**src/rtl/ir_nec_pkg.sv**
```systemverilog
// rtl/ir_nec_pkg.sv - NEC frame state encoding and per-state unit counts
package ir_nec_pkg;

  typedef enum logic [3:0] {
    IDLE,
    LEAD_MARK,
    LEAD_SPACE,
    BIT_MARK,
    BIT_SPACE,
    STOP_MARK,
    RPT_MARK,
    RPT_SPACE,
    GAP
  } necState_t;

  localparam int LEAD_MARK_U  = 16;
  localparam int LEAD_SPACE_U = 8;
  localparam int RPT_SPACE_U  = 4;
  localparam int BIT0_SPACE_U = 1;
  localparam int BIT1_SPACE_U = 3;
  localparam int STOP_U       = 1;
  localparam int BIT_MARK_U   = 1;

  function automatic logic isMark(necState_t s);
    return (s == LEAD_MARK) || (s == BIT_MARK) || (s == STOP_MARK) || (s == RPT_MARK);
  endfunction

endpackage

```
**src/rtl/ir_carrier_gen.sv**
```systemverilog
// rtl/ir_carrier_gen.sv - carrier square wave, restartable at the start of each burst
module ir_carrier_gen #(
  parameter int CARRIER_HALF = 658
) (
  input  logic master_clk,
  input  logic resetn,
  input  logic restart,
  input  logic enable,
  output logic carrier
);

  localparam int PW = (CARRIER_HALF > 1) ? $clog2(CARRIER_HALF) : 1;
  localparam logic [PW-1:0] PHASE_LAST = PW'(CARRIER_HALF - 1);

  logic [PW-1:0] phase;

  // Held low while disabled, so the registered carrier is already gated by the envelope.
  always_ff @(posedge master_clk or negedge resetn) begin
    if (!resetn) begin
      phase   <= '0;
      carrier <= 1'b0;
    end else if (restart) begin
      phase   <= '0;
      carrier <= 1'b1;
    end else if (enable) begin
      if (phase == PHASE_LAST) begin
        phase   <= '0;
        carrier <= ~carrier;
      end else begin
        phase <= phase + 1'b1;
      end
    end else begin
      phase   <= '0;
      carrier <= 1'b0;
    end
  end

endmodule

```
**src/rtl/ir_nec_transmit.sv**
```systemverilog
// rtl/ir_nec_transmit.sv - NEC IR frame transmitter with 38 kHz carrier output
module ir_nec_transmit #(
  parameter int UNIT_CYCLES  = 28125,
  parameter int CARRIER_HALF = 658,
  parameter int GAP_UNITS    = 72
) (
  input  logic        master_clk,
  input  logic        resetn,
  input  logic [31:0] iDATA,
  input  logic        iSEND,
  input  logic        iREPEAT,
  output logic        oBUSY,
  output logic        oDONE,
  output logic        oENV,
  output logic        oIRDA
);

  import ir_nec_pkg::*;

  localparam int CW = (UNIT_CYCLES > 1) ? $clog2(UNIT_CYCLES) : 1;
  localparam logic [CW-1:0] CYCLE_LAST = CW'(UNIT_CYCLES - 1);
  localparam int MAXU = (GAP_UNITS > LEAD_MARK_U) ? GAP_UNITS : LEAD_MARK_U;
  localparam int UW = $clog2(MAXU + 1);

  necState_t     state, stateNext;
  logic [CW-1:0] cycleCnt, cycleNext;
  logic [UW-1:0] unitCnt, unitNext, unitLast;
  logic [31:0]   shiftReg, shiftNext;
  logic [4:0]    bitCnt, bitNext;
  logic          unitTick, stateEnd;
  logic          envNext, busyNext, doneNext, carrierRestart;

  always_ff @(posedge master_clk or negedge resetn) begin
    if (!resetn) begin
      state    <= IDLE;
      cycleCnt <= '0;
      unitCnt  <= '0;
      shiftReg <= '0;
      bitCnt   <= '0;
      oBUSY    <= 1'b0;
      oDONE    <= 1'b0;
      oENV     <= 1'b0;
    end else begin
      state    <= stateNext;
      cycleCnt <= cycleNext;
      unitCnt  <= unitNext;
      shiftReg <= shiftNext;
      bitCnt   <= bitNext;
      oBUSY    <= busyNext;
      oDONE    <= doneNext;
      oENV     <= envNext;
    end
  end

  always_comb begin
    unitLast = '0;
    case (state)
      LEAD_MARK:  unitLast = UW'(LEAD_MARK_U - 1);
      LEAD_SPACE: unitLast = UW'(LEAD_SPACE_U - 1);
      BIT_MARK:   unitLast = UW'(BIT_MARK_U - 1);
      BIT_SPACE:  unitLast = shiftReg[0] ? UW'(BIT1_SPACE_U - 1) : UW'(BIT0_SPACE_U - 1);
      STOP_MARK:  unitLast = UW'(STOP_U - 1);
      RPT_MARK:   unitLast = UW'(LEAD_MARK_U - 1);
      RPT_SPACE:  unitLast = UW'(RPT_SPACE_U - 1);
      GAP:        unitLast = UW'(GAP_UNITS - 1);
      default:    unitLast = '0;
    endcase
  end

  assign unitTick = (cycleCnt == CYCLE_LAST);
  assign stateEnd = unitTick && (unitCnt == unitLast);

  always_comb begin
    stateNext = state;
    shiftNext = shiftReg;
    bitNext   = bitCnt;
    case (state)
      IDLE: begin
        if (iSEND) begin
          stateNext = LEAD_MARK;
          shiftNext = iDATA;
          bitNext   = '0;
        end else if (iREPEAT) begin
          stateNext = RPT_MARK;
        end
      end
      LEAD_MARK:  if (stateEnd) stateNext = LEAD_SPACE;
      LEAD_SPACE: if (stateEnd) stateNext = BIT_MARK;
      BIT_MARK:   if (stateEnd) stateNext = BIT_SPACE;
      BIT_SPACE: begin
        if (stateEnd) begin
          shiftNext = shiftReg >> 1;
          // Bit count stops at 31 instead of wrapping back into the frame.
          if (bitCnt == 5'd31) begin
            stateNext = STOP_MARK;
          end else begin
            bitNext   = bitCnt + 1'b1;
            stateNext = BIT_MARK;
          end
        end
      end
      STOP_MARK:  if (stateEnd) stateNext = GAP;
      RPT_MARK:   if (stateEnd) stateNext = RPT_SPACE;
      RPT_SPACE:  if (stateEnd) stateNext = STOP_MARK;
      GAP:        if (stateEnd) stateNext = IDLE;
      default:    stateNext = IDLE;
    endcase

    if ((stateNext != state) || (state == IDLE)) begin
      cycleNext = '0;
      unitNext  = '0;
    end else if (unitTick) begin
      cycleNext = '0;
      unitNext  = unitCnt + 1'b1;
    end else begin
      cycleNext = cycleCnt + 1'b1;
      unitNext  = unitCnt;
    end
  end

  // Outputs are registered from the next-state view so they line up with the state they describe.
  always_comb begin
    envNext        = isMark(stateNext);
    busyNext       = (stateNext != IDLE);
    doneNext       = (stateNext == STOP_MARK) && (cycleNext == CYCLE_LAST) &&
                     (unitNext == UW'(STOP_U - 1));
    carrierRestart = envNext && (stateNext != state);
  end

  ir_carrier_gen #(
    .CARRIER_HALF(CARRIER_HALF)
  ) u_carrier (
    .master_clk(master_clk),
    .resetn    (resetn),
    .restart   (carrierRestart),
    .enable    (envNext),
    .carrier   (oIRDA)
  );

endmodule

```
**config.mk**
```make
export PLATFORM = sky130hd
export DESIGN_NAME = ir_nec_transmit
export DESIGN_NICKNAME = d
export VERILOG_FILES = /design/src/rtl/ir_nec_pkg.sv /design/src/rtl/ir_carrier_gen.sv /design/src/rtl/ir_nec_transmit.sv
export SDC_FILE = /design/constraint.sdc
export NUM_CORES = 1
export LEC_CHECK = 0
export ABC_CLOCK_PERIOD_IN_PS = 2700
export BUFFER_PORTS_ARGS = -buffer_cell sky130_fd_sc_hd__buf_2
export CORE_UTILIZATION = 50
export CTS_BUF_LIST = sky130_fd_sc_hd__clkbuf_8
export CTS_CLUSTER_SIZE = 25
export DETAILED_ROUTE_END_ITERATION = 8
export GPL_TIMING_DRIVEN = 0
export HOLD_SLACK_MARGIN = 0.1
export PLACE_DENSITY = 0.76
export SLEW_MARGIN = 20
export SYNTH_ARGS = -nofsm -noshare
export SYNTH_HDL_FRONTEND = slang
export SYNTH_HIERARCHICAL = 1
export SYNTH_SLANG_ARGS = --single-unit
export TNS_END_PERCENT = 1
```
**constraint.sdc**
```tcl
create_clock -name master_clk -period 2.7 [get_ports master_clk]
set_input_delay 0.135 -clock master_clk [delete_from_list [all_inputs] [get_ports master_clk]]
set_output_delay 0.135 -clock master_clk [all_outputs]
set_load 0.01 [all_outputs]
```
==> results of run 1 <==
-- worst max-delay path, stage by stage (launching register included) --
cell,delay [ns]
dfrtp_1,0.38
buf_6,0.14
nor4b_4,0.33
buf_6,0.16
a21oi_2,0.06
o21ai_1,0.17
o31a_1,0.18
buf_6,0.14
a31oi_1,0.10
o31a_1,0.32
or3_4,0.36
nand2_4,0.07
or2b_1,0.22
or4_1,0.39
nand3_1,0.08
-- flip-flops by register name (all words and copies together) (netlist names) --
register	cells
u_carrier/phase	10
u_carrier/carrier	1
cycleCnt	15
bitCnt	5
shiftReg	32
unitCnt	7
state	4
oENV	1
oDONE	1
oBUSY	1
-- logic make-up after synthesis --
group,share of synthesized area (%)
xor+xnor,5.523
fa+ha+maj,2.045
compound gates,13.82
mux,7.481
simple gates,22.06
buf+inv,4.062
flops,45.00
-- metal layers --
metal  share of wire, %  vias to the layer above  GRT usage [%]
met2                 49                       90          40.52
li1                   -                     1835              -
met4                1.3                        0          9.217
met1                 46                     1809          29.70
met3                3.6                       14          3.301
met5                  0                        -              0
-- through the flow --
step	setup WS (ns)	util, %	TNS (ns)	area [sq um]	hold slack, ns
after floorplan	-0.2087	-	-0.3280	4327	-0.1606
after global routing	-0.5830	66.53	-8.740	5494	0.1327
after CTS	-0.4060	65.29	-5.300	5391	0.1181
after detailed placement	-0.4839	56.71	-3.798	4683	0.05773
after global placement	-0.4662	56.35	-3.612	4653	0.4191
final	-0.4679	66.53	-4.774	5494	0.1218
-- cell type report --
| class | count | area [sq um] |
|---|---|---|
| sequential | 77 | 1931 |
| clock inverter | 7 | 80.08 |
| buffer | 23 | 148.9 |
| inverter | 15 | 60.06 |
| tap | 105 | 131.4 |
| fill | 655 | 2764 |
| clock buffer | 9 | 123.9 |
| timing repair buffer | 90 | 678.2 |
| multi-input combinational | 345 | 2341 |
-- Yosys cell counts, types with 3 or more instances --
cell type  number
and4_1          4
nor3_1          6
nand3_1        21
nor2_1         42
xnor2_1        14
nor4_1          4
nor2b_1         4
dfrtp_1        77
ha_1            7
a21oi_1        16
a31oi_1         8
nand2_1        63
and2_1          3
buf_2           6
inv_1          15
or4_1           4
or3_1           5
mux2i_1        32
o21ai_0        43
xor2_1         13
and3_1          7
nand4_1         7
clkbuf_1       11
o21ai_1         3
-- worst min-delay path by stage --
stage / end / start / cells past startpoint / slack [ns]
6_report: shiftReg[9] / iDATA[9] / 3 / 0.12
3_5_place_dp: cycleCnt[8] / resetn / 1 / 0.06
5_1_grt: shiftReg[9] / iDATA[9] / 3 / 0.13
4_1_cts: shiftReg[9] / iDATA[9] / 3 / 0.12
2_1_floorplan: bitCnt[0] / resetn / 0 / -0.16
3_3_place_gp: shiftReg[31] / iDATA[31] / 3 / 0.42
-- where the power goes --
group          internal, mW  leakage [nW]  switching, mW  total (mW)
Clock                 0.442         0.103          0.479       0.921
Combinational        0.0709          1.26         0.0559       0.127
Sequential             1.18         0.997         0.0160        1.19
Total                  1.69          2.36          0.551        2.24
-- what timing repair did --
item                                   4_1_cts  5_1_grt
hold buffers                                31        0
pin swaps                                   11        7
setup endpoints to repair                   13       70
buffers inserted                            15        4
gates resized for setup                     19       25
endpoints found under the hold margin      107        0
==> results.yml, run 1 <==
status:
  outcome: "complete, but fails checks"
  failed_checks: "negative setup slack"
clocking:
  cts.sinks: 77
  cts-root-buf: "clkbuf_8"
  path_clk_slew_ns: 0.09
  clockBufferDepth: 2
  cts_tree: "yes"
  cts-htree-levels: 3
  numCtsBuffers: 9
  insertion_delay_ns: 0.36
floorplanning:
  die_h_um: 94.54
  start_util_pct: 51.85
  die-area_sq_um: 8937
  design.core.area_sq_um: 8258
  pin_count: 40
  rows: 33
  fp.dieW_um: 94.54
grt:
  antenna_found_initial: 0
  grt_pass1_wl_um: 16360
  grt_pass1_vias: 3611
  grt_max_degree: 57
  track_usage_pct: 23.46
  grt_remaining_overflow: 0
setup_path:
  critPathKind: "reg2reg"
  r2r-end: "u_carrier/carrier"
  reg2reg_from: "state[3]"
  critPathCapture: "u_carrier/carrier"
  start_kind: "flop"
  critPathCaptureType: "flop"
  r2r_cells: 14
  crit_arrival_ns: 3.46
  crit_start: "state[3]"
  r2r_slack_ns: -0.47
  worstPathRequired_ns: 2.99
  cp_max_fo: 8
yosys:
  synth_area_per_cell_sq_um: 9.308
  yosysSeqAreaShare_pct: 45.00
  ys_types: 59
  synthCells: 460
  synth-edff-count: 0
  synthFlopType: "dfrtp_1"
  yosysTopAreaCellShare_pct: 45.00
  yosys_register_bits: 77
  ys_async_sr_fraction_pct: 100.0
  syn-num-nets: 503
  syn_area_sq_um: 4282
  yosys.area.top_type: "dfrtp_1"
  synth_area_leaders: "dfrtp_1, mux2i_1, nand2_1"
  ys_warn_count: 6
worst_hold_path:
  hold_path.class: "in2reg"
cells_and_area:
  num-nets-final: 604
  final_cell_mix: "dfrtp_1, nand2_1, o21ai_0"
  drive_above_1_share_pct: 23.32
  finalNonFillerCells: 671
  syn_to_final_growth_pct: 28.32
  mostFrequentLayoutCell: "dfrtp_1"
  n_antenna_cell: 0
timing:
  rsz0062_at_grt: "yes"
  relSlewSlack_pct: 54.13
  worstMarginPinSlew_ns: 0.6880
  fmax_ghz: 0.3157
  maxSlewViolCount: 0
  layout_setup_ws_ns: -0.4679
  setup_viol: 22
  finalCriticalPeriod_ns: 3.168
  finalClockSkew_ns: 0.01264
  hold_viol: 0
  finalCritPeriodShare_pct: 117.3
routing:
  drcViolationCount: 0
  routed-via-count: 3748
  avgRoutedWirePerCell_um: 14.45
  first_pass_iters: 5
  wl_um: 9693
  ant_nets: 0
  viasPerCell: 5.586
  first_iter_violations: 237
job:
  drv_cap: 0
placement:
  routabilityCongestion: 0.8906
  portBuffers: 39
  hpwlAfterDp_um: 6267
  dp.cells: 605
power_and_ir_drop:
  leakage_nw: 2.355
  power_density_nw_per_um2: 408.1
  power_mw: 2.242
  max-vdd-ir-drop_v: 0.0003596
No activity file was read; power rests on OpenSTA's default activity.
==> run 2: changes to the inputs <==
--- a/config.mk
+++ b/config.mk
@@ -7,13 +7,13 @@
 export LEC_CHECK = 0
 export ABC_CLOCK_PERIOD_IN_PS = 2700
 export BUFFER_PORTS_ARGS = -buffer_cell sky130_fd_sc_hd__buf_2
-export CORE_UTILIZATION = 50
+export CORE_UTILIZATION = 56
 export CTS_BUF_LIST = sky130_fd_sc_hd__clkbuf_8
 export CTS_CLUSTER_SIZE = 25
 export DETAILED_ROUTE_END_ITERATION = 8
 export GPL_TIMING_DRIVEN = 0
 export HOLD_SLACK_MARGIN = 0.1
-export PLACE_DENSITY = 0.76
+export PLACE_DENSITY = 0.83
 export SLEW_MARGIN = 20
 export SYNTH_ARGS = -nofsm -noshare
 export SYNTH_HDL_FRONTEND = slang
==> run 2 against run 1 <==
Compared with the run above: the flow still finishes with violations (negative setup slack); largest power group unchanged; sequential power about the same; cell count is 3.1% lower; total power grew 2.9%; largest cell class unchanged.
==> results.yml, run 2 (same netlist as run 1, synthesis figures left out) <==
status:
  outcome: "complete, but fails checks"
  failed_checks: "negative setup slack"
grt:
  grt_max_degree: 56
  grt_pass1_vias: 3673
  antenna_found_initial: 0
  track_usage_pct: 27.87
  grt_pass1_wl_um: 17090
  grt_remaining_overflow: 0
timing:
  finalCriticalPeriod_ns: 3.195
  finalClockSkew_ns: 0.008566
  setup_viol: 22
  rsz0062_at_grt: "yes"
  maxSlewViolCount: 0
  worstMarginPinSlew_ns: 0.7051
  hold_viol: 0
  relSlewSlack_pct: 52.99
  fmax_ghz: 0.3130
  finalCritPeriodShare_pct: 118.3
  layout_setup_ws_ns: -0.4946
power_and_ir_drop:
  internal_power_mw: 1.768
  power_density_nw_per_um2: 426.2
  max-vdd-ir-drop_v: 0.0004485
  power.share.sequential_pct: 51.8
  p_switching_mw: 0.5393
  p_sw_share_pct: 23.37
  power_mw: 2.308
  combPwrFrac_pct: 5.4
  pwr-share-clk_pct: 42.8
  leakage_nw: 2.303
placement:
  routabilityCongestion: 0.8969
  place_ws_ns: -0.5230
  hpwlAfterDp_um: 6241
  portBuffers: 39
routing:
  first_pass_iters: 7
  wl_um: 10590
  drcViolationCount: 0
  wl_met3_um: 613
  routed.top_layer: "met4"
  routed-via-count: 3851
  first_iter_violations: 271
  avgRoutedWirePerCell_um: 16.30
  ant_nets: 0
  dr_wl_met2_um: 5354
  viasPerCell: 5.925
  wl_met1_um: 4413
clocking:
  cts.sinks: 77
  path_clk_slew_ns: 0.09
  cts-htree-levels: 3
  clockBufferDepth: 2
  cts-root-buf: "clkbuf_8"
  cts_tree: "yes"
  numCtsBuffers: 9
  insertion_delay_ns: 0.35
cells_and_area:
  largest-register: "shiftReg"
  reg_top3: "shiftReg (32), cycleCnt (15), u_carrier/phase (10)"
  syn_to_final_growth_pct: 26.48
  largest_reg_flops: 32
  mostFrequentLayoutCell: "dfrtp_1"
  drive_above_1_share_pct: 22.50
  final_cell_mix: "dfrtp_1, nand2_1, buf_2, nor2_1, o21ai_0"
  n_antenna_cell: 0
  num-nets-final: 589
setup_path:
  crit_start: "cycleCnt[0]"
  start_kind: "flop"
  cpMaxStageDelayCell: "dfrtp_2"
  crit_chain: "inv_2, ha_4, nand4b_1, nor4_1, nand3_1, nor3_4, buf_4, nand3_1, o221a_4, or3_4, nand2_4, or2b_1, or4_1, nand3_1"
  cp_max_fo: 5
  critPathCaptureType: "flop"
  crit_family: "simple AND/OR/NAND/NOR gates"
  slowest_delay_ns: 0.43
  critPathKind: "reg2reg"
  path_buf_inv: 2
  crit_arrival_ns: 3.48
  worstPathRequired_ns: 2.98
  crit_top_cell: "nand3_1"
  reg2reg_from: "cycleCnt[0]"
floorplanning:
  die_h_um: 89.44
  fp.dieW_um: 89.44
  design.core.area_sq_um: 7331
  pin_count: 40
  start_util_pct: 58.41
  die-area_sq_um: 8000
  rows: 31
job:
  drv_cap: 0
worst_hold_path:
  worstHoldStart: "iDATA[17]"
  hold_path.class: "in2reg"
==> run 2: cell count changes in the layout (fill, tap and decap cells not counted), moves of 2 or more <==
cell,delta
o21ai_1,+3
clkbuf_1,-2
buf_4,-3
dlygate4sd3_1,-8
clkbuf_2,-3
o21ai_0,-3
==> run 2: layer usage <==
metal  vias up  global-route usage (%)
met5         -                       0
met4         0                   9.235
met3        31                   5.817
met2       141                   46.70
met1      1876                   36.20
li1       1803                       -
==> run 2: area by class of cell <==
cell class / count / area (sq um)
well taps: 99 / 123.9
clock buffers: 9 / 123.9
inverters: 15 / 60.06
clock inverters: 7 / 97.59
repair buffers: 76 / 553.0
fillers: 484 / 1916
plain buffers: 22 / 160.2
flip-flops and latches: 77 / 1932
multi-input cells: 345 / 2365
==> run 2: worst paths after layout <==
| path | slack (ns) | to | cells after the start |
|---|---|---|---|
| setup / recovery | -0.49 | u_carrier/carrier | 14 |
| hold / removal | 0.1 | shiftReg[17] | 3 |
| setup reg to reg | -0.49 | u_carrier/carrier | 14 |
| hold reg to reg | 0.48 | shiftReg[9] | 2 |
| max in group asynchronous | 1.91 | shiftReg[19] | 3 |
| min in group asynchronous | 0.23 | cycleCnt[0] | 2 |
==> run 2: stage by stage <==
| stage | area (sq um) | setup TNS [ns] | std cells | util, % | hold slack, ns |
|---|---|---|---|---|---|
| after floorplan | 4327 | -0.3280 | 460 | - | -0.1606 |
| after global placement | 4646 | -3.577 | 598 | 63.37 | 0.3686 |
| after detailed placement | 4676 | -4.052 | 599 | 63.78 | 0.06018 |
| after CTS | 5284 | -3.065 | 648 | 72.08 | 0.1018 |
| after global routing | 5415 | -10.38 | 650 | 73.87 | 0.1011 |
| final | 5415 | -4.997 | 650 | 73.87 | 0.09927 |
==> run 2: what timing repair did <==
action,CTS,global route
gates cloned,0,0
buffers inserted,11,2
pin swaps,11,9
hold endpoints to repair,99,0
hold buffers,23,0
endpoints found under the setup margin,22,69
gates resized for setup,23,37
==> run 2: power groups by stage <==
| stage | Sequential, mW | Combinational (mW) | Clock [mW] |
|---|---|---|---|
| floorplan | 1.21 | 0.0321 | 0 |
| finish | 1.20 | 0.124 | 0.988 |
| detailed placement | 1.22 | 0.0934 | 0 |
| global route | 1.20 | 0.140 | 1.04 |
| global placement | 1.22 | 0.0830 | 0 |
| CTS | 1.19 | 0.119 | 0.989 |
==> run 2: worst reg2reg max path: cells and delay by family, from the launching register on <==
family | cells | cell delay, ns
buffers and inverters | 2 | 0.25
AOI/OAI and AO/OA | 1 | 0.15
and+or+nand+nor | 10 | 2.16
DFF | 1 | 0.43
adders and majority gates | 1 | 0.13
==> run 3: changes to the inputs <==
--- a/config.mk
+++ b/config.mk
@@ -5,6 +5,7 @@
 export SDC_FILE = /design/constraint.sdc
 export NUM_CORES = 1
 export LEC_CHECK = 0
+export ABC_AREA = 1
 export ABC_CLOCK_PERIOD_IN_PS = 2700
 export BUFFER_PORTS_ARGS = -buffer_cell sky130_fd_sc_hd__buf_2
 export CORE_UTILIZATION = 56
==> run 3 against run 2 <==
Compared with the run above: the run still ends with negative setup slack left; cell area rose by 4.8%; synthesized area rose by 5.2%; total power fell by 4.9%; hold slack improved by 0.19 ns; via count rose by 15%; fmax rose by 16%; clock power fell by 3.6%; largest power group unchanged.
==> results.yml, run 3 <==
status:
  outcome: "complete, but fails checks"
  failed_checks: "negative setup slack"
yosys:
  syn_area_sq_um: 4504
  ys_types: 34
  ys_warn_count: 6
  synth-edff-count: 0
  yosys_register_bits: 77
  synth_area_leaders: "dfrtp_1, nand2_1, inv_1"
  synthFlopType: "dfrtp_1"
  synthCells: 586
  synth.most_common_cell: "nand2_1"
  yosysSeqAreaShare_pct: 42.78
  ys_async_sr_fraction_pct: 100.0
  synth_area_per_cell_sq_um: 7.687
  yosys.area.top_type: "dfrtp_1"
  syn-num-nets: 629
  synth_commonest_cells: "nand2_1, inv_1, dfrtp_1"
  yosysTopAreaCellShare_pct: 42.78
placement:
  portBuffers: 39
  dpl_cell_area_sq_um: 4850
  routabilityCongestion: 0.9121
  hpwlAfterDp_um: 7063
  dp.cells: 728
  place_ws_ns: -0.3744
power_and_ir_drop:
  internal_power_mw: 1.722
  power_density_nw_per_um2: 387.0
  pwr-share-clk_pct: 43.4
  max-vdd-ir-drop_v: 0.0003444
  p_switching_mw: 0.4742
  leakage_nw: 2.671
  combPwrFrac_pct: 4.2
  p_sw_share_pct: 21.60
  power.share.sequential_pct: 52.5
setup_path:
  worstPathRequired_ns: 2.94
  start_kind: "flop"
  cp_max_fo: 8
  critPathCapture: "u_carrier/carrier"
  critPathKind: "reg2reg"
  crit_start: "cycleCnt[0]"
  r2r-end: "u_carrier/carrier"
  r2r_slack_ns: -0.05
  reg2reg_from: "cycleCnt[0]"
  critPathCaptureType: "flop"
  crit_arrival_ns: 2.99
  r2r_cells: 23
cells_and_area:
  largest_reg_flops: 32
  drive_above_1_share_pct: 22.83
  mostFrequentLayoutCell: "nand2_1"
  final_cell_mix: "nand2_1, inv_1, dfrtp_1"
  num-fill-cells: 548
  largest-register: "shiftReg"
  design_area_sq_um: 5674
  finalNonFillerCells: 794
  final_util_pct: 73.05
  n_antenna_cell: 0
  num-nets-final: 730
  reg_top3: "shiftReg (32), cycleCnt (15), u_carrier/phase (10)"
  syn_to_final_growth_pct: 25.97
routing:
  ant_nets: 0
  first_pass_iters: 5
  first_iter_violations: 339
  viasPerCell: 5.571
  avgRoutedWirePerCell_um: 14.18
  routed-via-count: 4423
  wl_um: 11260
  drcViolationCount: 0
floorplanning:
  rows: 32
  design.core.area_sq_um: 7767
  die_h_um: 91.69
  fp.dieW_um: 91.69
  die-area_sq_um: 8406
  pin_count: 40
  start_util_pct: 57.99
timing:
  finalCritPeriodShare_pct: 101.8
  layout_setup_ws_ns: -0.04936
  hold_viol: 0
  worstMarginPinSlew_ns: 0.4852
  setup_viol: 2
  rsz0062_at_grt: "yes"
  relSlewSlack_pct: 67.65
  finalCriticalPeriod_ns: 2.749
  timing.hold.ws_ns: 0.2905
  maxSlewViolCount: 0
  fmax_ghz: 0.3637
  finalClockSkew_ns: 0.01202
grt:
  grt_pass1_vias: 4311
  grt_remaining_overflow: 0
  antenna_found_initial: 0
  grt_max_degree: 42
  grt_pass1_wl_um: 18830
  track_usage_pct: 27.80
clocking:
  insertion_delay_ns: 0.35
  cts-root-buf: "clkbuf_8"
  clockBufferDepth: 2
  path_clk_slew_ns: 0.08
  cts_tree: "yes"
  cts-htree-levels: 3
  numCtsBuffers: 9
  cts.sinks: 77
worst_hold_path:
  hold_path.class: "in2async"
job:
  drv_cap: 0
## run 3: changes by cell type in the layout (fill, tap and decap cells not counted), moves of 7 or more
cell,previous run,this run
nand3_1,20,36
nor2_2,1,18
inv_2,1,11
nand2_2,2,18
o211ai_1,1,31
clkbuf_1,4,11
nor2_1,41,49
a21oi_1,14,7
mux2i_1,32,1
xnor2_1,14,7
dlygate4sd3_1,23,33
nand2_1,60,117
inv_1,14,81
nor2_4,0,9
## run 3: metrics by stage
step                total power [mW]  setup TNS [ns]
finish                         2.196        -0.06134
global route                   2.259          -3.706
CTS                            2.196               0
detailed placement             1.228          -4.056
global placement               1.223          -2.724
floorplan                      1.175               0
## run 3: worst min-delay path by stage
stage | slack (ns) | endpoint | cells past startpoint
6_report | 0.29 | cycleCnt[6] | 2
5_1_grt | 0.31 | state[2] | 5
4_1_cts | 0.25 | state[2] | 5
3_5_place_dp | 0.13 | cycleCnt[6] | 1
3_3_place_gp | 0.37 | shiftReg[31] | 3
2_1_floorplan | -0.16 | bitCnt[0] | 0
## run 3: area by class of cell
| type | instances | area (sq um) | share of cell area [%] |
|---|---|---|---|
| Buffer | 16 | 78.83 | 1.389 |
| Clock buffer | 9 | 123.9 | 2.183 |
| Clock inverter | 7 | 91.34 | 1.610 |
| Inverter | 92 | 349.1 | 6.152 |
| Multi-Input combinational cell | 401 | 2297 | 40.49 |
| Sequential cell | 77 | 1931 | 34.02 |
| Tap cell | 102 | 127.6 | 2.249 |
| Timing Repair Buffer | 90 | 675.6 | 11.91 |
## run 3: what timing repair did
item,in CTS,in global routing
hold buffers,33,0
gates resized for setup,6,41
endpoints found under the setup margin,26,63
cloned,0,0
buffers inserted,3,14
endpoints found under the hold margin,68,0
pin swaps,3,17
## run 3: power by group through the flow
stage	Combinational, mW	Sequential [mW]	Clock, mW
5_1_grt	0.0995	1.15	1.01
4_1_cts	0.0889	1.15	0.955
3_3_place_gp	0.0482	1.18	0
3_5_place_dp	0.0528	1.18	0
2_1_floorplan	0.0000187	1.18	0
6_report	0.0916	1.15	0.952
## run 3: cells by family (layout without fill, tap and decap cells)
group / count (synthesis) / in the layout / synth area share, %
compound gates: 94 / 94 / 12.78
xor+xnor: 19 / 19 / 3.694
fa+ha+maj: 7 / 7 / 1.944
buf+inv: 108 / 214 / 9.250
flops: 77 / 77 / 42.78
mux: 1 / 1 / 0.2222
simple gates: 280 / 280 / 29.33
## run 3: worst max-delay path, stage by stage, from the launching register on
cell and delay (ns):
dfrtp_1 0.40, inv_2 0.08, ha_4 0.13, nand2_2 0.05, inv_2 0.05, nand2_1 0.05, nor2_2 0.12, nand2_2 0.09
nor2_1 0.10, nand3_1 0.10, nor2_2 0.16, nand2_1 0.11, nand2_1 0.09, nand3_2 0.12, nand2_4 0.12, nand2_2 0.06
nand2_2 0.08, nand3_4 0.09, o21ai_2 0.15, inv_2 0.06, nor2_4 0.17, nand2_4 0.11, nand2_2 0.08, nand2_1 0.05
## run 3: routing by layer
metal / vias to the layer above / wire length (um) / share of wire [%] / GRT usage (%)
li1: 2096 / - / - / -
met1: 2067 / 4525 / 40 / 34.26
met2: 221 / 5714 / 51 / 48.87
met5: - / 0 / 0 / 0
met3: 39 / 746 / 6.6 / 4.726
met4: 0 / 268 / 2.4 / 10.19
